--- src/rtl/fetch_stage.sv ---
// Instruction-fetch stage: owns the PC, runs the req/ready handshake to
// instruction memory and drives the IF/ID register. A one-entry skid buffer
// holds a word that lands while decode is stalled, and a DROP state waits out
// a request whose word is no longer wanted after a redirect.
module fetch_stage #(
    parameter int                    ADDR_WIDTH = 32,
    parameter int                    DATA_WIDTH = 32,
    parameter logic [ADDR_WIDTH-1:0] RESET_PC   = '0,
    parameter logic [DATA_WIDTH-1:0] NOP_INSTR  = DATA_WIDTH'(32'h0000_0013)
) (
    input  logic                  clk,
    input  logic                  reset,
    input  logic                  pc_wr_en,
    input  logic [ADDR_WIDTH-1:0] pc_wr_data,
    input  logic                  stall,
    output logic                  imem_req,
    output logic [ADDR_WIDTH-1:0] imem_addr,
    input  logic                  imem_ready,
    input  logic [DATA_WIDTH-1:0] imem_rdata,
    output logic [ADDR_WIDTH-1:0] pc,
    output logic                  if_valid,
    output logic [ADDR_WIDTH-1:0] if_pc,
    output logic [DATA_WIDTH-1:0] if_instr
);

    typedef enum logic [1:0] {
        BOOT  = 2'd0,
        FETCH = 2'd1,
        HOLD  = 2'd2,
        DROP  = 2'd3
    } fetchState_t;

    // One captured fetch response: where it came from and what it was.
    typedef struct packed {
        logic [ADDR_WIDTH-1:0] pc;
        logic [DATA_WIDTH-1:0] instr;
    } fetchEntry_t;

    localparam logic [ADDR_WIDTH-1:0] PC_STEP    = ADDR_WIDTH'(4);
    localparam logic [ADDR_WIDTH-1:0] ALIGN_MASK = ~ADDR_WIDTH'(3);

    fetchState_t           state;
    fetchState_t           stateNext;
    fetchEntry_t           skid;
    fetchEntry_t           skidNext;
    logic [ADDR_WIDTH-1:0] dropAddr;
    logic [ADDR_WIDTH-1:0] dropAddrNext;
    logic [ADDR_WIDTH-1:0] pcNext;
    logic                  ifValidNext;
    logic [ADDR_WIDTH-1:0] ifPcNext;
    logic [DATA_WIDTH-1:0] ifInstrNext;
    logic [ADDR_WIDTH-1:0] redirectTarget;
    logic [ADDR_WIDTH-1:0] pcPlus4;
    logic                  transfer;

    // Memory-side outputs depend only on state; DROP keeps presenting the
    // address of the abandoned request so the handshake stays stable.
    always_comb begin
        imem_req  = (state == FETCH) || (state == DROP);
        imem_addr = (state == DROP) ? dropAddr : pc;
    end

    // Handshake qualification and PC arithmetic (pc+4 wraps naturally).
    always_comb begin
        transfer       = imem_req & imem_ready;
        pcPlus4        = pc + PC_STEP;
        redirectTarget = pc_wr_data & ALIGN_MASK;
    end

    // Next-state and next-register logic; everything holds unless a branch
    // below says otherwise. A redirect outranks stall and transfer.
    always_comb begin
        stateNext    = state;
        pcNext       = pc;
        ifValidNext  = if_valid;
        ifPcNext     = if_pc;
        ifInstrNext  = if_instr;
        skidNext     = skid;
        dropAddrNext = dropAddr;

        if (pc_wr_en) begin
            pcNext      = redirectTarget;
            ifValidNext = 1'b0;
            ifInstrNext = NOP_INSTR;
            skidNext    = '0;
        end

        unique case (state)
            BOOT: begin
                stateNext = FETCH;
            end

            FETCH: begin
                if (pc_wr_en) begin
                    // An in-flight request must still complete; remember its
                    // address and discard its word in DROP.
                    if (!transfer) begin
                        dropAddrNext = pc;
                        stateNext    = DROP;
                    end
                end else if (transfer) begin
                    pcNext = pcPlus4;
                    if (!stall) begin
                        ifValidNext = 1'b1;
                        ifPcNext    = pc;
                        ifInstrNext = imem_rdata;
                    end else begin
                        skidNext.pc    = pc;
                        skidNext.instr = imem_rdata;
                        stateNext      = HOLD;
                    end
                end else if (!stall) begin
                    ifValidNext = 1'b0;
                end
            end

            HOLD: begin
                if (pc_wr_en) begin
                    stateNext = FETCH;
                end else if (!stall) begin
                    ifValidNext = 1'b1;
                    ifPcNext    = skid.pc;
                    ifInstrNext = skid.instr;
                    stateNext   = FETCH;
                end
            end

            DROP: begin
                if (transfer) begin
                    stateNext = FETCH;
                end
            end

            default: begin
                stateNext = BOOT;
            end
        endcase
    end

    // State register; synchronous reset overrides every other input.
    always_ff @(posedge clk) begin
        if (reset) begin
            state <= BOOT;
        end else begin
            state <= stateNext;
        end
    end

    // PC, IF/ID register, skid buffer and drop address.
    always_ff @(posedge clk) begin
        if (reset) begin
            pc       <= RESET_PC;
            if_valid <= 1'b0;
            if_pc    <= '0;
            if_instr <= NOP_INSTR;
            skid     <= '0;
            dropAddr <= '0;
        end else begin
            pc       <= pcNext;
            if_valid <= ifValidNext;
            if_pc    <= ifPcNext;
            if_instr <= ifInstrNext;
            skid     <= skidNext;
            dropAddr <= dropAddrNext;
        end
    end

endmodule
--- config.mk ---
export PLATFORM = sky130hd
export DESIGN_NAME = fetch_stage
export DESIGN_NICKNAME = d
export VERILOG_FILES = /design/src/rtl/fetch_stage.sv
export SDC_FILE = /design/constraint.sdc
export NUM_CORES = 1
export LEC_CHECK = 0
export CAP_MARGIN = 20
export CELL_PAD_IN_SITES_DETAIL_PLACEMENT = 0
export CELL_PAD_IN_SITES_GLOBAL_PLACEMENT = 2
export CORE_MARGIN = 3
export CORE_UTILIZATION = 30
export DETAILED_ROUTE_END_ITERATION = 6
export PLACE_DENSITY = 0.78
export REMOVE_ABC_BUFFERS = 1
export SETUP_SLACK_MARGIN = 0.05
export SLEW_MARGIN = 25
export SYNTH_ARGS = -nofsm -noshare
export SYNTH_HDL_FRONTEND = slang
export SYNTH_SLANG_ARGS = --single-unit
--- constraint.sdc ---
create_clock -name clk -period 2.6 [get_ports clk]
set_input_delay 0.52 -clock clk [delete_from_list [all_inputs] [get_ports clk]]
set_output_delay 0.52 -clock clk [all_outputs]
set_load 0.01 [all_outputs]
==> impl_results.md, run 1 <==
- Crit Path Max Fanout: 11
- Detailed-route DRC error count: 0
- Drt total wl: 27.85 mm
- 1st-pass router iterations: 5
- Pwr/cell area: 609.3 nW/um^2
- CTS HTree Levels: 4
- Total inserted antenna cells: 0
- Final net count: 1230
- Worst slew pin tran: 0.5883 ns
- Non-Filler Instances: 1547
- Period minus WS final: 2.490 ns
- Clk Latency, worst-skew pair: 0.44 ns
- CTS tree: yes
- Number of global-route vias before repair: 7340
- Finished Cell Area: 11890 um^2
- DR WL/cell: 18.00 um
- Final setup viols: 0
- Die extent in y: 175.4 um
- Slew Viols, Final: 0
- Global-route wire length before repair: 43.49 mm
- Iter 0 DRT Violations: 439
- Synth async-reset ratio: 0%
- CP Launch Type: register
- Final Hold Fails: 0
- Share of the core filled with cells: 42.45%
- Max VDD drop: 0.3467 mV
- GRT Overall Usage: 17.77%
- RSZ-0062 raised after global routing: yes
- Initial antenna violation count: 0
- Dpl cells: 1512
- Row Count: 61
- Clock skew: 0.01864 ns
- Setup TNS: 0 ns
- Cell variety after synth: 57
- Slew margin rel.: 60.78%
- Vias: 7711
- # fillers: 2785
- Syn_area_per_cell: 8.676 um^2
- Number of synthesized register bits: 195
- Synth Warn #: 0
- Hold crit path type: in2reg
- Cell Area, Synth: 8607 um^2
- Crit share post-route: 95.75%
- P_leak: 4.464 nW
- Post-DP HPWL: 18.31 mm
- # clock sinks: 195
- CTS buffer count: 17
- Initial Util: 30.73%
- Ratio of cells with drive above 1 in the final layout: 12.57%
- Port Buffers: 196
- Hold Buf Count CTS: 0
- Sequential area share after synthesis: 45.36%
- Most common cell after layout, fill and taps aside: dfxtp_1
- Required time of the worst setup path: 2.08 ns
- Die ar.: 30760 um^2
- P&R area growth vs syn: 38.15%
- FMAX: 401.7 MHz
- Largest net degree at the start of global routing: 83
- WS Path Type: reg2out
- Most frequent cells in the layout: dfxtp_1, nor2_1, clkdlybuf4s50_1, nand2_1, a22oi_1
- Root Driver: clkbuf_16
- Post-synth EDFFs: 0
- Global route total overflow: 0
- Critical Path End Type: output pin
- Die outline width: 175.4 um
- Vias/cell: 4.984
- Clk slew on worst S/H paths: 0.08 ns
- CP arrival: 1.97 ns
- Final Wtd Congestion: 0.7746
- Synth Flop Type: dfxtp_1
- Outcome: finished clean
- ANT nets after route: 0
- Core Footprint: 28010 um^2
- Maximum root-to-sink buffer count: 2
- Instance count of the mapped netlist: 992
- # IOs: 199
- Placed inst area: 11120 um^2
- Max-Cap Viols: 0
## cell type report
| cell class | count | area [um^2] | share of cell area [%] |
|---|---|---|---|
| clock inverters | 14 | 219.0 | 1.842 |
| inverters | 9 | 33.78 | 0.2841 |
| repair buffers | 245 | 2506 | 21.08 |
| clock buffers | 17 | 425.4 | 3.578 |
| flip-flops and latches | 195 | 3913 | 32.91 |
| well taps | 378 | 473.0 | 3.978 |
| multi-input cells | 689 | 4320 | 36.34 |
## cell families after synthesis
group                    after synthesis  synth area share [%]
AO/OA/AOI/OAI                        251                 19.63
XOR/XNOR                              20                 2.035
adder cells (fa/ha/maj)                4                0.5815
buffers and inverters                108                 5.030
flip-flops                           195                 45.36
multiplexers                          75                 9.289
AND/OR/NAND/NOR                      339                 18.08
## report_power, final
group | switching (mW) | total (mW) | internal (mW)
clock | 1.28 | 2.93 | 1.64
sequential | 0.108 | 3.19 | 3.08
combinational | 0.589 | 1.13 | 0.543
## synthesized netlist by cell type, types with 5 or more instances
master | count | area share (%)
inv_1 | 8 | 0.35
mux2_2 | 38 | 5.0
buf_2 | 21 | 1.2
clkbuf_1 | 66 | 2.9
mux2i_1 | 36 | 4.2
a22oi_1 | 88 | 7.7
nor2b_1 | 5 | 0.36
dfxtp_1 | 195 | 45
nand4_1 | 8 | 0.58
and3_1 | 7 | 0.51
a211oi_1 | 46 | 4.0
a21oi_1 | 76 | 4.4
xor2_1 | 15 | 1.5
nor2_1 | 181 | 7.9
nand3_1 | 9 | 0.52
buf_1 | 11 | 0.48
xnor2_1 | 5 | 0.51
o21ai_0 | 13 | 0.76
nand2_1 | 89 | 3.9
nor3_1 | 7 | 0.41
## timing repair
action	in CTS	in global routing
pin swaps	1	1
cloned	0	1
resized for setup	11	28
setup buffers	0	3
endpoints found under the setup margin	31	26
## metrics by stage
stage / power (mW) / hold WS [ns] / worst slack, ns
3_3_place_gp: 4.398 / 0.4388 / 0.1316
2_1_floorplan: 3.724 / 0.4268 / -1.927
6_report: 7.245 / 0.4332 / 0.1105
5_1_grt: 7.558 / 0.4329 / 0.01660
4_1_cts: 7.343 / 0.4233 / 0.04086
3_5_place_dp: 4.400 / 0.4437 / 0.1274
## state kept, by name (all words and copies together) (netlist names)
signal    cells
dropAddr     32
if_instr     32
if_pc        32
if_valid      1
pc           32
skid         64
state         2
## final timing paths
kind                startpoint       endpoint  slack (ns)  cells past startpoint
setup reg to reg         pc[6]         pc[28]        0.47                      5
hold reg to reg   dropAddr[28]   dropAddr[28]        0.45                      2
setup / recovery      state[0]  imem_addr[22]        0.11                      4
hold / removal           reset   if_instr[26]        0.43                      2
## worst max-delay path, cell delays in order, from the launching register on
cell	delay [ns]
dfxtp_4	0.37
ha_4	0.20
buf_12	0.15
mux2_2	0.33
clkdlybuf4s50_1	0.48
## metal layers
layer | vias up | wire length (um) | track usage (%) | share of wire [%]
li1 | 3849 | - | - | -
met1 | 3679 | 13630 | 25.46 | 49
met2 | 164 | 12940 | 28.36 | 46
met3 | 19 | 1097 | 2.983 | 3.9
met4 | 0 | 188 | 3.391 | 0.68
met5 | - | 0 | 0 | 0
No activity file was read; power rests on OpenSTA's default activity.
==> inputs of run 2 (changes only) <==
--- a/config.mk
+++ b/config.mk
@@ -14,7 +14,7 @@
 export PLACE_DENSITY = 0.78
 export REMOVE_ABC_BUFFERS = 1
 export SETUP_SLACK_MARGIN = 0.05
-export SLEW_MARGIN = 25
+export SLEW_MARGIN = 30
 export SYNTH_ARGS = -nofsm -noshare
 export SYNTH_HDL_FRONTEND = slang
 export SYNTH_SLANG_ARGS = --single-unit
==> constraint.sdc (replaced) <==
create_clock -name clk -period 2.6 [get_ports clk]
set_input_delay 0.52 -clock clk [delete_from_list [all_inputs] [get_ports clk]]
set_output_delay 0.52 -clock clk [all_outputs]
set_load 0.05 [all_outputs]
==> run 2 against run 1 <==
  * First-iteration DRC count is 1.4% higher
  * Register-to-register slack got worse by 0.06 ns
  * Highest routed layer unchanged
  * Sequential cell count stayed put
  * Combinational power rose by 29%
  * Clock power shrank 7.5%
  * Critical endpoint is now imem_addr[23]
==> impl_results.md, run 2 (synthesized netlist as in run 1, its figures left out) <==
- Number of global-route vias before repair: 7481 (was 7340)
- CTS buffer count: 17 (unchanged)
- CTS HTree Levels: 4 (unchanged)
- Share of the core filled with cells: 41.49% (was 42.45%)
- Max reg flops: 64 (unchanged)
- Detailed-route DRC error count: 0 (unchanged)
- Crit Path Max Fanout: 34 (was 11)
- Global-route wire length before repair: 43.87 mm (was 43.49 mm)
- Hold_ws: 0.4521 ns (was 0.4332 ns)
- Hold Buf Count CTS: 0 (unchanged)
- P&R area growth vs syn: 35.02% (was 38.15%)
- FMAX: 402.7 MHz (was 401.7 MHz)
- CTS tree: yes (unchanged)
- Non-Filler Instances: 1540 (was 1547)
- ANT nets after route: 0 (unchanged)
- FF-to-FF path depth: 7 (was 5)
- Worst Slack Setup Final: 0.1168 ns (was 0.1105 ns)
- Clk slew on worst S/H paths: 0.07 ns (was 0.08 ns)
- Resize count post-CTS: 0 (was 11)
- Final Hold Fails: 0 (unchanged)
- # fillers: 2828 (was 2785)
- Drt total wl: 27.83 mm (was 27.85 mm)
- Reg2reg end: pc[29] (was pc[28])
- Biggest register: skid (unchanged)
- # IOs: 199 (unchanged)
- Iter 0 DRT Violations: 445 (was 439)
- Die extent in y: 175.4 um (unchanged)
- Final Wtd Congestion: 0.7373 (was 0.7746)
- Finished Cell Area: 11620 um^2 (was 11890 um^2)
- Worst flop-to-flop path startpoint: state[0] (was pc[6])
- Final net count: 1222 (was 1230)
- Setup TNS: 0 ns (unchanged)
- Die outline width: 175.4 um (unchanged)
- Gate power share: 19.8% (was 15.6%)
- Worst slew pin tran: 0.5951 ns (was 0.5883 ns)
- Die ar.: 30760 um^2 (unchanged)
- Switching share of power: 32.11% (was 27.31%)
- Sw Pwr: 2.360 mW (was 1.979 mW)
- Final setup viols: 0 (unchanged)
- GRT Overall Usage: 17.91% (was 17.77%)
- Clock Power Share: 36.8% (was 40.4%)
- Outcome: finished clean (unchanged)
- Power, Total: 7.349 mW (was 7.245 mW)
- Global route total overflow: 0 (unchanged)
- Post-DP HPWL: 18.52 mm (was 18.31 mm)
- Slew Viols, Final: 0 (unchanged)
- # clock sinks: 195 (unchanged)
- Seq pwr share: 43.3% (was 44.0%)
- Initial Util: 30.73% (unchanged)
- Vias/cell: 5.005 (was 4.984)
- CP arrival: 1.96 ns (was 1.97 ns)
- Required time of the worst setup path: 2.08 ns (about the same)
- CP Launch Type: register (unchanged)
- Post-CTS Setup Bufs: 0 (unchanged)
- WS Path Type: reg2out (unchanged)
- RSZ-0062 raised after global routing: no (was yes)
- P_leak: 4.090 nW (was 4.464 nW)
- DR WL/cell: 18.07 um (was 18.00 um)
- Maximum root-to-sink buffer count: 2 (unchanged)
- Core Footprint: 28010 um^2 (unchanged)
- Row Count: 61 (unchanged)
- Initial antenna violation count: 0 (unchanged)
- 1st-pass router iterations: 5 (unchanged)
- Max-Cap Viols: 0 (unchanged)
- Pre-CTS WS: 0.09598 ns (was 0.1274 ns)
- Hold crit path type: reg2reg (was in2reg)
- Slew margin rel.: 60.33% (was 60.78%)
- Ratio of cells with drive above 1 in the final layout: 14.54% (was 12.57%)
- Internal: 4.989 mW (was 5.266 mW)
- Clock skew: 0.01465 ns (was 0.01864 ns)
- Most frequent cells in the layout: dfxtp_1, nor2_1, clkdlybuf4s50_1, nand2_1, a22oi_1 (unchanged)
- Crit share post-route: 95.51% (was 95.75%)
- Largest net degree at the start of global routing: 96 (was 83)
- Worst hold path depth: 2 (unchanged)
- Vias: 7708 (was 7711)
- Placed inst area: 11030 um^2 (was 11120 um^2)
- Total inserted antenna cells: 0 (unchanged)
- Worst min-delay path startpoint: dropAddr[1] (was reset)
- Port Buffers: 196 (unchanged)
- Max VDD drop: 0.3379 mV (was 0.3467 mV)
- Reg2reg setup slack: 0.41 ns (was 0.47 ns)
- Pwr/cell area: 632.4 nW/um^2 (was 609.3 nW/um^2)
- Root Driver: clkbuf_16 (unchanged)
- Critical Path End Type: output pin (unchanged)
- Most common cell after layout, fill and taps aside: dfxtp_1 (unchanged)
- Period minus WS final: 2.483 ns (was 2.490 ns)
- Clk Latency, worst-skew pair: 0.44 ns (about the same)
- Dpl cells: 1508 (was 1512)
- Hold Crit Endpoint: dropAddr[1] (was if_instr[26])
==> run 2: changes by cell type in the layout (fill, tap and decap cells not counted), sizes merged <==
cell           change
inv                +3
dlygate4sd2        -6
bufinv             -3
clkinvlp           -1
clkdlybuf4s50      -5
clkinv             +1
buf               +26
dlymetal6s2s      -22
==> run 2: worst max-delay path by stage <==
stage / from / to / slack (ns) / depth (start not counted)
floorplan: state[0] / if_pc[0] / -1.93 / 5
global placement: imem_ready / skid[36] / 0.13 / 7
detailed placement: imem_ready / skid[36] / 0.1 / 7
CTS: state[0] / imem_addr[29] / 0.1 / 4
global route: state[1] / imem_addr[29] / 0.06 / 4
finish: state[1] / imem_addr[23] / 0.12 / 4
==> run 2: critical path: stages (launching register included) <==
cell     delay (ns)
dfxtp_1        0.41
ha_2           0.27
buf_12         0.26
mux2_2         0.39
buf_4          0.19
==> run 2: power by group through the flow <==
stage / logic (mW) / registers [mW] / clock network [mW]
global route: 1.55 / 3.20 / 2.90
global placement: 1.47 / 3.25 / 0
finish: 1.46 / 3.18 / 2.71
CTS: 1.47 / 3.19 / 2.79
floorplan: 0.576 / 3.48 / 0
detailed placement: 1.47 / 3.26 / 0
==> run 2: cell type report <==
class	count	area [um^2]	area share [%]
Clock buffer	18	429.2	3.693
Clock inverter	14	160.2	1.378
Inverter	9	33.78	0.2907
Multi-Input combinational cell	689	4310	37.09
Sequential cell	195	3904	33.59
Tap cell	378	473.0	4.070
Timing Repair Buffer	237	2311	19.89
==> run 2: layer usage <==
layer	part of all wire (%)	track usage [%]	vias up
met5	0	0	-
met4	0.81	3.590	0
met3	4.0	3.221	12
met2	46	28.39	153
met1	49	25.62	3724
li1	-	-	3819
